===== config.mk =====
export PLATFORM = sky130hd
export DESIGN_NAME = jtdd_gfx_arb
export DESIGN_NICKNAME = d
export VERILOG_FILES = /design/src/rtl/jtdd_gfx_arb.sv
export SDC_FILE = /design/constraint.sdc
export NUM_CORES = 1
export LEC_CHECK = 0
export ABC_CLOCK_PERIOD_IN_PS = 2350
export CELL_PAD_IN_SITES_DETAIL_PLACEMENT = 0
export CELL_PAD_IN_SITES_GLOBAL_PLACEMENT = 1
export CORE_UTILIZATION = 45
export CTS_CLUSTER_DIAMETER = 40
export DETAILED_ROUTE_END_ITERATION = 10
export DONT_BUFFER_PORTS = 1
export PLACE_DENSITY = 0.75
export SKIP_LAST_GASP = 1
export SLEW_MARGIN = 0
export SYNTH_ARGS = -nofsm -noshare
export SYNTH_HDL_FRONTEND = slang
export SYNTH_SLANG_ARGS = --single-unit

===== constraint.sdc =====
create_clock -name clk -period 2.35 [get_ports clk]
set_clock_uncertainty 0.15 [all_clocks]
set_input_delay 0.3525 -clock clk [delete_from_list [all_inputs] [get_ports clk]]
set_output_delay 0.3525 -clock clk [all_outputs]
set_load 0.005 [all_outputs]

===== src/rtl/jtdd_gfx_arb.sv =====
// Purpose : shares one graphics ROM read port between CHAR, SCR and OBJ fetchers, each with a one-entry cache.
// Latency : from a new address to x_ok takes at least 3 cycles (grant, ack+dok, ok); one IDLE cycle separates fetches.
// Backpress: rom_req is held with a stable rom_addr until rom_ack; a fetch in flight always completes and cannot be aborted.
//
// Ports:
//   clk, rst_n                      clock (rising edge), asynchronous active-low reset
//   char_cs/char_addr -> char_data/char_ok   char client: request, address, cached data, data valid
//   scr_cs/scr_addr   -> scr_data/scr_ok     scroll client
//   obj_cs/obj_addr   -> obj_data/obj_ok     object client
//   rom_addr, rom_req                downstream address (client addr + base) and request
//   rom_ack, rom_dok, rom_data       downstream accept pulse, data-valid pulse, read data
module jtdd_gfx_arb #(
  parameter int                CHAR_AW  = 15,
  parameter int                SCR_AW   = 17,
  parameter int                OBJ_AW   = 18,
  parameter int                ROM_AW   = 22,
  parameter int                DW       = 8,
  parameter logic [ROM_AW-1:0] CHAR_OFS = 22'h00000,
  parameter logic [ROM_AW-1:0] SCR_OFS  = 22'h08000,
  parameter logic [ROM_AW-1:0] OBJ_OFS  = 22'h28000
) (
  input  logic               clk,
  input  logic               rst_n,
  input  logic               char_cs,
  input  logic [CHAR_AW-1:0] char_addr,
  output logic [DW-1:0]      char_data,
  output logic               char_ok,
  input  logic               scr_cs,
  input  logic [SCR_AW-1:0]  scr_addr,
  output logic [DW-1:0]      scr_data,
  output logic               scr_ok,
  input  logic               obj_cs,
  input  logic [OBJ_AW-1:0]  obj_addr,
  output logic [DW-1:0]      obj_data,
  output logic               obj_ok,
  output logic [ROM_AW-1:0]  rom_addr,
  output logic               rom_req,
  input  logic               rom_ack,
  input  logic               rom_dok,
  input  logic [DW-1:0]      rom_data
);

  // Fetch address register is wide enough for the widest client.
  localparam int FAW_CS = (CHAR_AW > SCR_AW) ? CHAR_AW : SCR_AW;
  localparam int FAW    = (FAW_CS > OBJ_AW) ? FAW_CS : OBJ_AW;

  typedef enum logic [1:0] {ST_IDLE, ST_REQ, ST_DATA} state_t;
  typedef enum logic [1:0] {G_CHAR, G_SCR, G_OBJ} gnt_t;

  state_t             r_state;
  gnt_t               r_gnt;
  logic [FAW-1:0]     r_faddr;

  logic               r_char_vld;
  logic               r_scr_vld;
  logic               r_obj_vld;
  logic [CHAR_AW-1:0] r_char_last;
  logic [SCR_AW-1:0]  r_scr_last;
  logic [OBJ_AW-1:0]  r_obj_last;
  logic [DW-1:0]      r_char_data;
  logic [DW-1:0]      r_scr_data;
  logic [DW-1:0]      r_obj_data;
  logic               r_rom_req;
  logic [ROM_AW-1:0]  r_rom_addr;

  logic               w_char_hit;
  logic               w_scr_hit;
  logic               w_obj_hit;
  logic               w_char_pend;
  logic               w_scr_pend;
  logic               w_obj_pend;
  logic               w_store;

  assign w_char_hit  = r_char_vld && (r_char_last == char_addr);
  assign w_scr_hit   = r_scr_vld  && (r_scr_last  == scr_addr);
  assign w_obj_hit   = r_obj_vld  && (r_obj_last  == obj_addr);

  assign w_char_pend = char_cs && !w_char_hit;
  assign w_scr_pend  = scr_cs  && !w_scr_hit;
  assign w_obj_pend  = obj_cs  && !w_obj_hit;

  // Data arriving in REQ (with or without ack) or in DATA completes the fetch.
  assign w_store = rom_dok && ((r_state == ST_REQ) || (r_state == ST_DATA));

  assign char_ok   = char_cs && w_char_hit;
  assign scr_ok    = scr_cs  && w_scr_hit;
  assign obj_ok    = obj_cs  && w_obj_hit;
  assign char_data = r_char_data;
  assign scr_data  = r_scr_data;
  assign obj_data  = r_obj_data;
  assign rom_req   = r_rom_req;
  assign rom_addr  = r_rom_addr;

  always_ff @(posedge clk or negedge rst_n) begin
    if (!rst_n) begin
      r_state     <= ST_IDLE;
      r_gnt       <= G_CHAR;
      r_faddr     <= '0;
      r_char_vld  <= 1'b0;
      r_scr_vld   <= 1'b0;
      r_obj_vld   <= 1'b0;
      r_char_last <= '0;
      r_scr_last  <= '0;
      r_obj_last  <= '0;
      r_char_data <= '0;
      r_scr_data  <= '0;
      r_obj_data  <= '0;
      r_rom_req   <= 1'b0;
      r_rom_addr  <= '0;
    end else begin
      case (r_state)
        ST_IDLE: begin
          // Downstream pulses seen here belong to nothing and are dropped.
          if (w_char_pend) begin
            r_gnt      <= G_CHAR;
            r_faddr    <= FAW'(char_addr);
            r_rom_addr <= ROM_AW'(char_addr) + CHAR_OFS;
            r_rom_req  <= 1'b1;
            r_state    <= ST_REQ;
          end else if (w_scr_pend) begin
            r_gnt      <= G_SCR;
            r_faddr    <= FAW'(scr_addr);
            r_rom_addr <= ROM_AW'(scr_addr) + SCR_OFS;
            r_rom_req  <= 1'b1;
            r_state    <= ST_REQ;
          end else if (w_obj_pend) begin
            r_gnt      <= G_OBJ;
            r_faddr    <= FAW'(obj_addr);
            r_rom_addr <= ROM_AW'(obj_addr) + OBJ_OFS;
            r_rom_req  <= 1'b1;
            r_state    <= ST_REQ;
          end
        end
        ST_REQ: begin
          // An early dok implies the request was taken.
          if (rom_ack || rom_dok) begin
            r_rom_req <= 1'b0;
            r_state   <= rom_dok ? ST_IDLE : ST_DATA;
          end
        end
        ST_DATA: begin
          if (rom_dok) begin
            r_state <= ST_IDLE;
          end
        end
        default: begin
          r_state   <= ST_IDLE;
          r_rom_req <= 1'b0;
        end
      endcase

      // Result is filed under the address that was fetched, not the client's
      // current one, so a moved client never sees stale data as ok.
      if (w_store) begin
        case (r_gnt)
          G_CHAR: begin
            r_char_data <= rom_data;
            r_char_last <= r_faddr[CHAR_AW-1:0];
            r_char_vld  <= 1'b1;
          end
          G_SCR: begin
            r_scr_data <= rom_data;
            r_scr_last <= r_faddr[SCR_AW-1:0];
            r_scr_vld  <= 1'b1;
          end
          G_OBJ: begin
            r_obj_data <= rom_data;
            r_obj_last <= r_faddr[OBJ_AW-1:0];
            r_obj_vld  <= 1'b1;
          end
          default: begin
          end
        endcase
      end
    end
  end

endmodule


-- Word level (Yosys, flattened, before mapping)
Index checks and enable logic that the tools add are counted.
W data, S select, Z words.
- bits in registers: 122
- latch bits: 0
- memory bits (writable): 0
- bits in read-only memories: 0
- input port bits: 65
- logic and storage cells: 72
- memories kept: 0
- add/subtract/negate cells: 2
- multiply operators: 0
- divide/modulo/power cells: 0
- order comparisons: 0
- equality and inequality tests: 10
- shift-type cells: 0
- muxes and demuxes: 21
- bitwise operators: 1
- reduce and logical (&&, ||, !) cells: 24
- operator list (cell ; count):
    $mux W22 ; 3
    $mux W18 ; 3
    $add A18 B18 Y19 const B ; 1
    $add A17 B16 Y18 const B ; 1
    $eq A18 B18 Y1 ; 1
    $mux W2 ; 9
    $eq A17 B17 Y1 ; 1
    $eq A15 B15 Y1 ; 1
    $logic_and A1 B1 Y1 ; 10
    $reduce_and A2 Y1 ; 4
    $pmux W2 S3 ; 1
    $reduce_and A3 Y1 ; 2
    $eq A2 B1 Y1 const B ; 2
    $eq A2 B2 Y1 const B ; 2
    $logic_not A2 Y1 ; 2
    $mux W1 ; 4
    $ne A4 B4 Y1 const B ; 1
    $logic_not A1 Y1 ; 3
    $pmux W1 S3 ; 1
    $reduce_bool A3 Y1 ; 1
    $logic_or A1 B1 Y1 ; 2
    $ne A2 B1 Y1 const B ; 1
    $ne A2 B2 Y1 const B ; 1
    $not A1 Y1 ; 1

-- Logic depth before layout (Yosys ltp)
Gate-level depths: netlist (run 1).
- depth in word-level cells: 8
- gate-level depth with buffers: 10
- gate-level depth less buffers: 7

-- Worst setup path before layout (run 1)
No wires, ideal clock.
- path type: reg2reg
- start: register r_state[1]
- end: register r_char_last[10]
- setup time: 0.125 ns
- arrival: 1.896 ns
- required time: 2.075 ns
- slack: 0.180 ns
- cell stages (with the launch flop): 7
- path buffers: 1
- clock period less this slack: 2.170 ns
- cells stage by stage: dfrtp_1 > inv_1 > ha_1 > nand2_1 > nor3_1 > clkbuf_1 > mux2_2
- word-level cells in the longest chain between the ends: 4
- RTL lines (item ; line ; text):
    start: declaration ; 50 ; state_t r_state;
    start signal: assignment ; 138 ; r_state <= rom_dok ? ST_IDLE : ST_DATA;
    $eq A2 B1 Y1 or $eq A2 B2 Y1 (tied branches) ; 83 ; assign w_store = rom_dok && ((r_state == ST_REQ) || (r_state == ST_DATA));
    $logic_or A1 B1 Y1 * ; 83 ;
    $logic_and A1 B1 Y1 * ; 83 ;
    $reduce_and A2 Y1 (no source line) * ; -- ;
    end signal: assignment ; 158 ; r_char_last <= r_faddr[CHAR_AW-1:0];
    end: declaration ; 57 ; logic [CHAR_AW-1:0] r_char_last;
Every way passes the cells marked *; elsewhere a longest branch is shown, timed or not.
A chain may end at the register's enable or synchronous reset.

-- Worst setup path after layout (run 1)
- start: register r_scr_last[9]
- end: output scr_ok
- word-level cells in the longest chain between the ends: 3
- RTL lines (item ; line ; text):
    start: declaration ; 58 ; logic [SCR_AW-1:0] r_scr_last;
    start signal: assignment ; 163 ; r_scr_last <= r_faddr[SCR_AW-1:0];
    $eq A17 B17 Y1 ; 75 ; assign w_scr_hit = r_scr_vld && (r_scr_last == scr_addr);
    $logic_and A1 B1 Y1 ; 75 ;
    $logic_and A1 B1 Y1 ; 86 ; assign scr_ok = scr_cs && w_scr_hit;
    end: declaration ; 31 ; output logic scr_ok,
Every way passes these cells.

==> run metrics, run 1 <==
H-Tree Level Count=3; Synth Register Bits=104; Util after Layout=0.555; Yosys top cell area share=0.505; peak supply drop=0.000536 V; crit path capture type=output pin; failing checks=hold timing, setup timing; met3 WL=978 µm; Avg WL per Cell=22.2 µm; RD Place Congestion=0.779; drt pass-1 iters=4; clock sinks=104; # port buffers=0; first-pass GRT wire length=18.5 mm; synthesized area per cell=12.6 µm²; status=finished, violations left; Setup-failing EPs final=13; Reg2Reg Capture Point=r_faddr[11]$_DFFE_PN0P_; largest net degree at the start of global routing=105; IO Count=115; via count=3200; placed cell area=0.00529 mm²; simple-gate area share of the yosys netlist=0.0604; share of post-route cells with drive strength above 1=0.428; Crit path required time=1.85 ns; Sequential Area=0.00260 mm²; max cap viols=0; CTS tree=done; Fillers=904; Netlist Area Pre-Place=0.00516 mm²; Area growth syn-to-layout=18.3%; GRT Util Overall=0.216; Synth Area in Compound Gates=0.0517; R2R depth=9; Critical R2R Launch=r_scr_last[3]$_DFFE_PN0P_; PwrDens=1260 mW/mm²; cts bufs inserted=9; CP Launch Type=flop; Iter 0 DRT Violations=119; synthesized instance count=410; ys flop type=dfrtp_1; Post-Synth XOR/XNOR Area=0.0866; register area share after synthesis=0.505; final worst path period need=2.41 ns; Pleak=2.70 nW; synth unique cells=39; Hold Path Class=primary input to asynchronous set/reset pin; CTS root buf=clkbuf_16; WL met2=5.87 mm; Clock Latency Late Sink=0.35 ns; final hold violation count=104; Synth Warn #=0; core area=0.0110 mm²; RSZ-0062 raised after global routing=true; fin. max-slew vios=0; M1 WL=5.67 mm; Die Width=109 µm; Synth area leader=dfrtp_1; Peak Freq=414 MHz; fin crit share=1.03; Nets=497; Top Layer Used=met4; CP arrival=1.91 ns; estimated wirelength of the detail-placed design=8.50 mm; initial core utilization=0.470; adder-cell share of the synthesized area=0.0121; fin worst setup slack=-0.0626 ns; Post-synth EDFFs=0; ANT nets after route=0; placed insts=539; Die H=109 µm; DRC=0; die area=0.0119 mm²; FF-to-FF setup slack=-0.06 ns; largest family of logic cells by synthesized area=multiplexers; Fin Hold WS=-0.451 ns; multiplexer area fraction after synthesis=0.231; n_diodes=0; post-route cell area=0.00610 mm²; CP max FO=3; Clock Path Buffers=2; Pwr Total=0.00768 W; vias in the first global route=3171; # rows=38; GR Overflow Total=0; vias per cell=5.59; Multi-input gate area=0.00257 mm²; final wirelength=12.7 mm; Post-Layout Cell Count=572; Worst-path clk slew=0.07 ns; initial antenna violation count=0; Crit Path Class=flop to output pin; Synth area leaders=dfrtp_1, mux2_2, xnor2_1; Async SR Flop Fraction=1.00
[synth_stat cells (2+ instances only)]
| library cell | n |
|---|---|
| dfrtp_1 | 104 |
| mux2_2 | 89 |
| xnor2_1 | 32 |
| nand2_1 | 26 |
| buf_4 | 20 |
| mux2i_1 | 19 |
| xor2_1 | 19 |
| o21ai_0 | 10 |
| o21ai_2 | 9 |
| nand4_1 | 8 |
| inv_1 | 7 |
| nor2_1 | 7 |
| clkbuf_1 | 6 |
| o31ai_1 | 6 |
| ha_1 | 5 |
| nand2b_1 | 5 |
| nor4_1 | 5 |
| nand3_1 | 4 |
| nor3_1 | 4 |
| buf_6 | 3 |
| a21oi_1 | 2 |
| buf_2 | 2 |
| o22a_1 | 2 |
[kinds of logic after synthesis]
family,count (synthesis)
flip-flops,104
multiplexers,108
adder cells (fa/ha/maj),5
buffers and inverters,41
AO/OA/AOI/OAI,36
other,1
XOR/XNOR,51
AND/OR/NAND/NOR,64
[repair_timing]
action | CTS | global route
setup buffers | 0 | 6
resized for setup | 11 | 72
setup endpoints to repair | 23 | 29
hold buffers | 7 | 1
hold endpoints to repair | 122 | 105
pin swaps | 4 | 18
gates cloned | 0 | 3
[layout make-up]
cell class / instances / area share
Sequential cell: 104 / 0.427
Clock buffer: 9 / 0.0369
Multi-Input combinational cell: 267 / 0.421
Inverter: 7 / 0.00431
Clock inverter: 7 / 0.0139
Tap cell: 140 / 0.0287
Timing Repair Buffer: 38 / 0.0687
[report_power, final]
part / internal, W / switching [W] / total [W]
clock network: 0.000850 / 0.000720 / 0.00157
logic: 0.00152 / 0.00118 / 0.00270
registers: 0.00264 / 0.000772 / 0.00341
total: 0.00501 / 0.00267 / 0.00768
[cells in the final DEF, fill, tap and decap left out, types with 8 or more instances in the layout]
| cell | instances |
|---|---|
| buf_4 | 16 |
| dfrtp_1 | 104 |
| dlygate4sd3_1 | 8 |
| clkbuf_16 | 10 |
| xnor2_1 | 28 |
| o21ai_1 | 9 |
| o21ai_2 | 8 |
| mux2i_1 | 14 |
| mux2_2 | 77 |
| mux2_4 | 12 |
| xor2_1 | 18 |
| nand4_1 | 8 |
| nand2_1 | 13 |
[how the worst max path moves through the flow]
stage	startpoint	end	slack (ns)
after floorplan	r_state[1]$_DFFE_PN0P_	r_char_last[10]$_DFFE_PN0P_	0.18
after global placement	r_scr_last[1]$_DFFE_PN0P_	r_faddr[0]$_DFFE_PN0P_	-0.13
after detailed placement	r_scr_last[1]$_DFFE_PN0P_	r_faddr[0]$_DFFE_PN0P_	-0.15
after CTS	r_scr_last[9]$_DFFE_PN0P_	scr_ok	-0.06
after global routing	r_scr_last[3]$_DFFE_PN0P_	rom_addr[15]$_DFFE_PN0P_	-0.17
final	r_scr_last[9]$_DFFE_PN0P_	scr_ok	-0.06
[routing by layer]
metal  GRT usage  up-vias
li1            -     1442
met1       0.296     1638
met2       0.324      103
met3      0.0717       17
met4      0.0608        0
met5           0        -
[stage by stage]
stage | setup WS, ns | setup TNS [ns] | hold slack (ns)
final | -0.0626 | -0.330 | -0.451
after global routing | -0.165 | -2.19 | -0.475
after CTS | -0.0564 | -0.0990 | -0.465
after detailed placement | -0.149 | -0.765 | -0.0880
after global placement | -0.126 | -0.292 | -0.0886
after floorplan | 0.180 | 0 | -0.0931
[flip-flops by register name, summed over array words and instances, names as in the netlist]
name,count
rom_req,1
scr_data,8
r_gnt,2
char_data,8
rom_addr,4
r_char_last,15
r_scr_vld,1
r_obj_last,18
r_state,2
r_char_vld,1
obj_data,8
r_scr_last,17
r_faddr,18
r_obj_vld,1
[worst max-delay path, stage by stage, from the launching register on]
cell and delay [ns]:
dfrtp_1 0.39, xor2_1 0.15, nor4_1 0.27, buf_4 0.15
nand3_2 0.12, buf_6 0.16, nor3_4 0.19, buf_6 0.13
Power figures use the tool's default switching activity.
==> run 2, diff against run 1 <==
--- a/config.mk
+++ b/config.mk
@@ -5,14 +5,14 @@
 export SDC_FILE = /design/constraint.sdc
 export NUM_CORES = 1
 export LEC_CHECK = 0
-export ABC_CLOCK_PERIOD_IN_PS = 2350
+export ABC_CLOCK_PERIOD_IN_PS = 2300
 export CELL_PAD_IN_SITES_DETAIL_PLACEMENT = 0
 export CELL_PAD_IN_SITES_GLOBAL_PLACEMENT = 1
 export CORE_UTILIZATION = 45
 export CTS_CLUSTER_DIAMETER = 40
 export DETAILED_ROUTE_END_ITERATION = 10
 export DONT_BUFFER_PORTS = 1
-export PLACE_DENSITY = 0.75
+export PLACE_DENSITY = 0.72
 export SKIP_LAST_GASP = 1
 export SLEW_MARGIN = 0
 export SYNTH_ARGS = -nofsm -noshare
==> constraint.sdc (replaced) <==
create_clock -name clk -period 2.3 [get_ports clk]
set_clock_uncertainty 0.15 [all_clocks]
set_input_delay 0.345 -clock clk [delete_from_list [all_inputs] [get_ports clk]]
set_output_delay 0.345 -clock clk [all_outputs]
set_load 0.005 [all_outputs]
==> run 2 against run 1 <==
  * The run still ends with hold timing, setup timing left
  * Sequential power rose by 1%
  * Setup slack got worse by 0.032 ns
  * Combinational power rose by 4%
  * Non-clock buffer count fell by 2
  * First-iteration DRC count rose by 13%
  * Count of clock-buffer cells in the layout rose by 3
  * Core utilization fell by 0.14 points
  * Via count fell by 0.19%
==> run metrics, run 2 (synthesis gave the netlist of run 1 again) <==
status=finished, violations left; failing checks=hold timing, setup timing; Area growth syn-to-layout=18.0%; Clock Path Buffers=2; CP max FO=8; max cap viols=0; Pwr Total=0.00785 W; Pleak=2.70 nW; vias in the first global route=3337; Crit path required time=2.39 ns; Clock Latency Late Sink=0.35 ns; Iter 0 DRT Violations=134; via count=3194; fin crit share=1.04; core area=0.0110 mm²; share of post-route cells with drive strength above 1=0.392; CP Launch Type=flop; final hold violation count=104; Worst-path clk slew=0.07 ns; placed cell area=0.00530 mm²; PwrDens=1290 mW/mm²; RSZ-0062 raised after global routing=true; Largest regs=r_faddr x18, r_obj_last x18, r_scr_last x17; most frequent cells in the layout=dfrtp_1, mux2_2, xnor2_1; clock sinks=104; leading cell type in the layout, fill and taps excluded=dfrtp_1; post-route cell area=0.00609 mm²; final worst path period need=2.39 ns; peak supply drop=0.000608 V; CTS root buf=clkbuf_16; fin. max-slew vios=0; n_diodes=0; Setup-failing EPs final=19; initial antenna violation count=0; Nets=495; GRT Util Overall=0.217; cts bufs inserted=9; Die H=109 µm; drt pass-1 iters=4; Die Width=109 µm; IO Count=115; Critical R2R Launch=r_scr_last[6]$_DFFE_PN0P_; H-Tree Level Count=3; Reg2Reg Capture Point=r_faddr[13]$_DFFE_PN0P_; CTS tree=done; FF-to-FF setup slack=-0.09 ns; estimated wirelength of the detail-placed design=8.61 mm; # port buffers=0; RD Place Congestion=0.755; Avg WL per Cell=22.6 µm; crit path capture type=flop; Hold Path Class=primary input to asynchronous set/reset pin; DRC=0; die area=0.0119 mm²; ANT nets after route=0; final wirelength=12.8 mm; # rows=38; R2R depth=8; Crit Path Class=flop to flop; Peak Freq=418 MHz; vias per cell=5.61; pre-CTS WS=-0.178 ns; CP arrival=2.48 ns; first-pass GRT wire length=18.6 mm; setup TNS=-0.725 ns; largest net degree at the start of global routing=105; initial core utilization=0.470; Fin Hold WS=-0.462 ns; hold-fix buffers at CTS=9; GR Overflow Total=0; fin worst setup slack=-0.0946 ns
run 2: report_power, final:
part | internal, W | switching (W) | leakage (nW) | total [W]
Clock | 0.000923 | 0.000651 | 0.154 | 0.00157
Sequential | 0.00270 | 0.000756 | 1.28 | 0.00346
Combinational | 0.00162 | 0.00120 | 1.26 | 0.00282
Total | 0.00524 | 0.00261 | 2.70 | 0.00785
run 2: repair_timing:
item,in CTS,in global routing
setup buffers,3,1
resized for setup,6,62
gates cloned,1,5
endpoints found under the setup margin,29,29
hold endpoints to repair,129,104
pin swaps,5,17
run 2: how the worst max path moves through the flow:
stage                               from                           to  depth (start not counted)
3_5_place_dp   r_scr_last[4]$_DFFE_PN0P_       r_faddr[0]$_DFFE_PN0P_                          8
5_1_grt        r_scr_last[6]$_DFFE_PN0P_      r_faddr[13]$_DFFE_PN0P_                          8
3_3_place_gp   r_scr_last[4]$_DFFE_PN0P_       r_faddr[4]$_DFFE_PN0P_                          8
4_1_cts        r_scr_last[9]$_DFFE_PN0P_                       scr_ok                          5
2_1_floorplan     r_state[1]$_DFFE_PN0P_  r_char_last[10]$_DFFE_PN0P_                          6
6_report       r_scr_last[6]$_DFFE_PN0P_      r_faddr[13]$_DFFE_PN0P_                          8
run 2: per-layer routing:
layer / up-vias / track usage / part of all wire
met5: - / 0 / 0
met4: 0 / 0.0820 / 0.018
met3: 17 / 0.0747 / 0.086
met2: 90 / 0.329 / 0.48
met1: 1650 / 0.286 / 0.42
li1: 1437 / - / -
run 2: metrics by stage:
stage                     std cells  utilization
after floorplan                 412            -
after global placement          537        0.482
after detailed placement        537        0.482
after CTS                       565        0.525
after global routing            569        0.554
final                           569        0.554
run 2: layout make-up:
class	count	area (µm²)
Clock buffer	12	267
Tap cell	140	175
Clock inverter	3	40.0
Multi-Input combinational cell	267	2510
Timing Repair Buffer	36	464
Fill cell	950	4900
Inverter	7	26.3
Sequential cell	104	2600
run 2: critical path: stages (launching register included):
cell	delay, ns
dfrtp_1	0.41
xor2_2	0.18
nor4_4	0.34
nand3_2	0.17
o21ai_4	0.27
buf_8	0.18
mux2_2	0.35
mux2i_1	0.17
o21ai_2	0.06
